--- src/rtl/register_128_unpacker_if.sv ---
// register_128_unpacker_if: word-in / beat-out handshake bundle for the 128-bit unpacker
//   in_data/in_valid/in_ready      : 128-bit word handshake from the upstream register stage
//   out_data/out_valid/out_ready   : beat handshake to the narrow downstream datapath
//   out_last                       : marks the final beat of a word
//   busy                           : a word is currently held
//   slave  : unpacker side, master : upstream source plus downstream sink
interface register_128_unpacker_if #(
   parameter int OUT_W = 32,
   parameter int BEATS = 4
);
   logic [OUT_W*BEATS-1:0] in_data;
   logic                   in_valid;
   logic                   in_ready;
   logic [OUT_W-1:0]       out_data;
   logic                   out_valid;
   logic                   out_ready;
   logic                   out_last;
   logic                   busy;
   modport slave (
      input  in_data, in_valid, out_ready,
      output in_ready, out_data, out_valid, out_last, busy
   );
   modport master (
      output in_data, in_valid, out_ready,
      input  in_ready, out_data, out_valid, out_last, busy
   );
endinterface

--- src/rtl/register_128_unpacker.sv ---
// register_128_unpacker: holds a 128-bit word and emits it as four 32-bit beats, LSB beat first
//   clock : system clock, rising edge
//   clr_n : asynchronous active-low reset
//   bus   : slave side of register_128_unpacker_if (word input, beat output, busy)
module register_128_unpacker #(
   parameter int OUT_W = 32,
   parameter int BEATS = 4
) (
   input logic                    clock,
   input logic                    clr_n,
   register_128_unpacker_if.slave bus
);
   typedef enum logic {IDLE, SEND} state_t;
   state_t                 state_q;
   logic [1:0]             cnt_q;
   logic [OUT_W*BEATS-1:0] hold_q;
   logic                   send, last, take, fire;
   assign send = state_q == SEND;
   assign last = send && cnt_q == 2'(BEATS - 1);
   // a new word may land on the same edge the final beat leaves
   assign bus.in_ready  = !send || (last && bus.out_ready);
   assign take          = bus.in_valid && bus.in_ready;
   assign fire          = send && bus.out_ready;
   assign bus.out_valid = send;
   assign bus.out_last  = last;
   assign bus.busy      = send;
   // cnt is 0 in IDLE, so this also yields hold[31:0] there
   assign bus.out_data  = hold_q[OUT_W*cnt_q +: OUT_W];
   always_ff @(posedge clock or negedge clr_n)
      if (!clr_n) begin
         state_q <= IDLE;
         cnt_q   <= '0;
         hold_q  <= '0;
      end else if (take) begin
         state_q <= SEND;
         cnt_q   <= '0;
         hold_q  <= bus.in_data;
      end else if (fire) begin
         // wraps to 0 after the final beat
         cnt_q <= cnt_q + 2'd1;
         if (last) state_q <= IDLE;
      end
endmodule

--- src/flat_wrapper.sv ---
// flat-port wrapper written by rule: the top's interface ports become plain ports
module register_128_unpacker_flat 
#(
   parameter int OUT_W = 32,
   parameter int BEATS = 4
)
  (clock, clr_n, bus_in_data, bus_in_valid, bus_out_ready, bus_in_ready, bus_out_data, bus_out_valid, bus_out_last, bus_busy);
  register_128_unpacker_if #(.OUT_W(OUT_W), .BEATS(BEATS)) bus_i ();
  input logic clock;
  input logic clr_n;
  input wire logic [$bits(bus_i.in_data)-1:0] bus_in_data;
  input wire logic [$bits(bus_i.in_valid)-1:0] bus_in_valid;
  input wire logic [$bits(bus_i.out_ready)-1:0] bus_out_ready;
  output wire logic [$bits(bus_i.in_ready)-1:0] bus_in_ready;
  output wire logic [$bits(bus_i.out_data)-1:0] bus_out_data;
  output wire logic [$bits(bus_i.out_valid)-1:0] bus_out_valid;
  output wire logic [$bits(bus_i.out_last)-1:0] bus_out_last;
  output wire logic [$bits(bus_i.busy)-1:0] bus_busy;
  assign bus_i.in_data = bus_in_data;
  assign bus_i.in_valid = bus_in_valid;
  assign bus_i.out_ready = bus_out_ready;
  assign bus_in_ready = bus_i.in_ready;
  assign bus_out_data = bus_i.out_data;
  assign bus_out_valid = bus_i.out_valid;
  assign bus_out_last = bus_i.out_last;
  assign bus_busy = bus_i.busy;
  register_128_unpacker #(.OUT_W(OUT_W), .BEATS(BEATS)) u_core (.clock(clock), .clr_n(clr_n), .bus(bus_i));
endmodule
--- config.mk ---
export PLATFORM = sky130hd
export DESIGN_NAME = register_128_unpacker_flat
export DESIGN_NICKNAME = d
export VERILOG_FILES = /design/src/rtl/register_128_unpacker_if.sv /design/src/rtl/register_128_unpacker.sv /design/src/flat_wrapper.sv
export SDC_FILE = /design/constraint.sdc
export NUM_CORES = 1
export LEC_CHECK = 0
export CORE_ASPECT_RATIO = 1.4
export CORE_UTILIZATION = 49
export DETAILED_ROUTE_END_ITERATION = 10
export PLACE_DENSITY = 0.81
export RECOVER_POWER = 100
export SYNTH_ARGS = -nofsm -noshare
export SYNTH_HDL_FRONTEND = slang
export SYNTH_SLANG_ARGS = --single-unit
--- constraint.sdc ---
create_clock -name clock -period 1.9 [get_ports clock]
set_input_delay 0.19 -clock clock [delete_from_list [all_inputs] [get_ports clock]]
set_output_delay 0.19 -clock clock [all_outputs]
set_load 0.02 [all_outputs]
Yosys cells after proc, flatten, opt, wreduce, memory -nomap -nowiden
Index checks and enable logic that the tools add are counted.

cells by class
  magnitude comparators = 0
  $mul = 0
  divide/modulo/power cells = 0
  bitwise logic cells = 0
  equal/unequal tests = 1
  add/sub/neg operators = 1
  mux-type cells = 5
  reductions and logical operators = 9
  shift operators = 1

operators by type and width
  cell                                                            count
  128-bit by 8-bit indexed part select with 32-bit output         1
  1-bit logical AND                                               4
  2-bit two-way mux                                               2
  2-bit nonzero test                                              2
  1-bit two-way mux                                               3
  2-bit by 1-bit adder with 2-bit output (second input constant)  1
  2-bit == test (second input constant)                           1
  2-bit AND reduction                                             1
  1-bit logical NOT                                               1
  1-bit logical OR                                                1

storage, ports and cells
  memory bits (read-only) = 0
  logic and storage cells = 20
  register bits after elaboration = 131
  memories = 0
  bits in latches = 0
  output and inout port bits = 36
  RAM bits = 0

Depth between registers and ports, before layout
  depth in word-level cells = 7
  mapped depth = 6
  depth with buffers taken out = 4

Least setup slack after synthesis
No wires, ideal clock.

  path kind = register -> register
  start = reg u_core.cnt_q[0]
  end = reg u_core.hold_q[100]
  buffers on the path = 2
  slack = 236 ps
  data arrival time = 1538 ps
  required time = 1775 ps
  stages on the path, launching flop included = 7
  period minus slack after synthesis = 1664 ps
  path through = dfrtp_1 > ha_1 > a21bo_4 > nand2_4 > buf_6 > buf_6 > mux2_4

between the ends
  cells in the longest elaborated chain, start to end = 5

ends and longest elaborated chain
  item                    line                         text
  from (decl)             register_128_unpacker.sv:15  logic [1:0] cnt_q;
  from (signal assigned)  register_128_unpacker.sv:40  cnt_q <= cnt_q + 2'd1;
  2-bit == test           register_128_unpacker.sv:19  assign last = send && cnt_q == 2'(BEATS - 1);
  1-bit logical AND       register_128_unpacker.sv:19
  1-bit logical AND       register_128_unpacker.sv:21  assign bus.in_ready = !send || (last && bus.out_ready);
  1-bit logical OR        register_128_unpacker.sv:21
  net bus_in_ready        flat_wrapper.sv:14           output wire logic [$bits(bus_i.in_ready)-1:0] bus_in_ready;
  1-bit logical AND       register_128_unpacker.sv:22  assign take = bus.in_valid && bus.in_ready;
  to (signal assigned)    register_128_unpacker.sv:37  hold_q <= bus.in_data;
  to (decl)               register_128_unpacker.sv:16  logic [OUT_W*BEATS-1:0] hold_q;

The timed path passes the listed nets, and every way through them passes these cells.
A chain may end at the register's enable or synchronous reset.

Final worst setup path
  start = reg u_core.cnt_q[0]
  end = out bus_out_data[12]

between the ends
  cells in the longest elaborated chain, start to end = 1

ends and longest elaborated chain
  item                                                     line                         text
  128-bit by 8-bit indexed part select with 32-bit output  register_128_unpacker.sv:28  assign bus.out_data = hold_q[OUT_W*cnt_q +: OUT_W];
  to (decl)                                                flat_wrapper.sv:15           output wire logic [$bits(bus_i.out_data)-1:0] bus_out_data;

Every way passes these cells.

==> out/metrics.yaml <==
logic_synthesis:
  yosysSeqAreaShare: 0.521
  syn-num-nets: 458
  avgSynthCellArea_um2: 19.4
  synth_top_family_by_area: "multiplexers"
  ys_seq_elements: 131
  synth-simple-area-share: 0.00537
  synth_area_um2: 6290
  ys_types: 20
  synth_xor_area_frac: 0
  synth_fa_ha_area_frac: 0.00199
  synthMuxAreaShare: 0.415
  yosysWarningCount: 0
  syn_inst: 325
  synth_compound_area_frac: 0.00755
final_layout:
  final_common_cell: "clkdlybuf4s50_1"
  final_nets: 644
  syn_to_final_growth_pct: 41.4
  n_antenna_cell: 0
  layout_common_cells: "130 x clkdlybuf4s50_1, 129 x dfrtp_1, 120 x mux2_4"
  drive_above_1_share: 0.477
  stdcell_area_um2: 8900
pwr:
  p_per_area_nw_per_um2: 1860
  netSwitchingPower_w: 0.00487
  p_sw_frac: 0.295
  combPwrFrac: 0.472
  vdd_drop_max_mv: 0.903
  power.clock.fraction: 0.221
  intPower_w: 0.0117
  cellLeakagePower_nw: 4.20
  p_seq_frac: 0.307
global_routing:
  grt_use_total: 0.216
  grt_first_pass_wirelength_um: 21700
  grt_start_max_net_pins: 132
  grt-ovfl-total: 0
  antenna_found_initial: 0
  grt_pass1_vias: 4109
cts:
  clk_latency_ns: 0.40
  h-tree-depth: 4
  clock_sinks: 131
  clk_path_buf_depth: 2
  cts-buffers-inserted: 17
  cts_tree: "yes"
  clockRootBuffer: "clkbuf_16"
  clkTransAtPathRegs_ns: 0.06
die:
  core_um2: 12400
  die_x_um: 97.8
  rows: 48
  die_h_um: 136
  die_area_um2: 13300
  start_util: 0.506
  ios: 168
placement:
  place_ws_ns: -0.0297
  gp_congestion: 0.734
  io_buffers: 167
  post_dp_cell_area_um2: 8110
  dp_hpwl_um: 9340
sta:
  maxSlewViolCount: 0
  min_period_ns: 1.97
  finalCritPeriodShare: 1.04
  final.setup.tns_ns: -1.33
  hold_viol_final: 0
  slew_headroom: 0.198
  setup_slack_ns: -0.0691
  setup_viol: 37
  clock_skew_ns: 0.00652
  rsz0062_at_grt: "yes"
  fmax_mhz: 508
  worst-slew-pin-transition_ns: 1.20
  worst_hold_slack_ns: 0.394
status:
  violations: "DRC, setup timing"
  status: "complete, but fails checks"
routing:
  wl_per_cell_um: 20.3
  routed_wl_um: 13700
  drc: 18
  drtIter0Drc: 89
  first_pass_iters: 7
  ant_nets: 0
  viasPerCell: 5.26
  vias: 3544
setup_path:
  slowest_stage: "mux4_2"
  crit_type: "reg2out"
  critPathMaxStageDelay_ns: 0.52
  crit_arrival_ns: 1.78
  start_kind: "register"
  crit_chain: "buf_12 > clkbuf_16 > mux4_2 > buf_6"
  cp_max_fo: 5
  endpoint_kind: "output pin"
  cp_data_required_time_ns: 1.71
hold_path:
  hold_path.class: "in2reg"
job:
  cap_viol_max_count: 0
[synth_stat cells]
cell type  count  share of area
a21oi_1        1        0.00079
nand2_1        1        0.00060
buf_6          2         0.0036
a211oi_1       1         0.0012
buf_2          3         0.0024
nand2b_1       2         0.0020
a32o_1         1         0.0016
ha_1           1         0.0020
and2_1         1        0.00099
dfrtp_1      131           0.52
a31o_2         1         0.0014
mux4_2        32           0.11
nand2_4        1         0.0018
mux2_4       120           0.29
buf_4          4         0.0048
mux2_2         8          0.014
buf_12        11          0.035
buf_8          1         0.0024
clkbuf_1       2         0.0012
a21bo_4        1         0.0026
[sequential cells by signal, summed over array words and instances, names as in the netlist]
register         flops
u_core.cnt_q         2
u_core.bus.busy      1
u_core.hold_q      128
[power groups by stage]
stage / sequential [W] / combinational (W) / clock [W]
floorplan: 0.00472 / 0.00519 / 0
CTS: 0.00506 / 0.00699 / 0.00372
global placement: 0.00499 / 0.00724 / 0
finish: 0.00508 / 0.00780 / 0.00365
detailed placement: 0.00507 / 0.00738 / 0
global route: 0.00521 / 0.00821 / 0.00383
[through the flow]
stage / power (W) / std cells / util
floorplan: 0.00991 / 325 / -
global placement: 0.0122 / 636 / 0.652
detailed placement: 0.0125 / 636 / 0.652
CTS: 0.0158 / 672 / 0.700
global route: 0.0173 / 674 / 0.716
finish: 0.0165 / 674 / 0.716
[kinds of logic (layout without fill, tap and decap cells)]
| kind of cell | Yosys count | in the layout |
|---|---|---|
| compound gates | 5 | 5 |
| fa+ha+maj | 1 | 1 |
| buf+inv | 23 | 222 |
| flops | 131 | 131 |
| mux | 160 | 160 |
| simple gates | 5 | 5 |
[layer usage]
metal | share of wire | vias to the layer above | global-route usage
li1 | - | 1581 | -
met1 | 0.40 | 1823 | 0.270
met2 | 0.53 | 120 | 0.359
met3 | 0.051 | 20 | 0.0530
met4 | 0.022 | 0 | 0.0968
met5 | 0 | - | 0
[critical path: cells and delay by family, from the launching register on]
family                 cells  cell delay [ns]
buffers and inverters      3             0.45
DFF                        1             0.41
muxes                      1             0.52
[final cells by class]
class | instances | area (um^2)
clock inverter | 11 | 199
timing repair buffer | 190 | 2060
multi-input combinational | 171 | 2700
sequential | 131 | 3280
clock buffer | 21 | 470
fill | 797 | 3530
tap | 150 | 188
[what timing repair did]
action,4_1_cts,5_1_grt
endpoints found under the setup margin,35,33
hold buffers,1,0
setup buffers,2,0
gates resized for setup,134,58
cloned,1,2
hold endpoints to repair,131,0
[path summary, 6_finish.rpt]
check,start,end,slack (ns),cells past startpoint
min reg2reg,u_core.hold_q[110],u_core.hold_q[110],0.50,1
max,u_core.cnt_q[0],bus_out_data[12],-0.07,4
max reg2reg,u_core.cnt_q[0],u_core.hold_q[108],-0.03,5
min in group asynchronous,clr_n,u_core.hold_q[123],0.63,3
max in group asynchronous,clr_n,u_core.cnt_q[1],0.33,3
min,bus_in_data[88],u_core.hold_q[88],0.39,2
No activity file was read; power rests on OpenSTA's default activity.
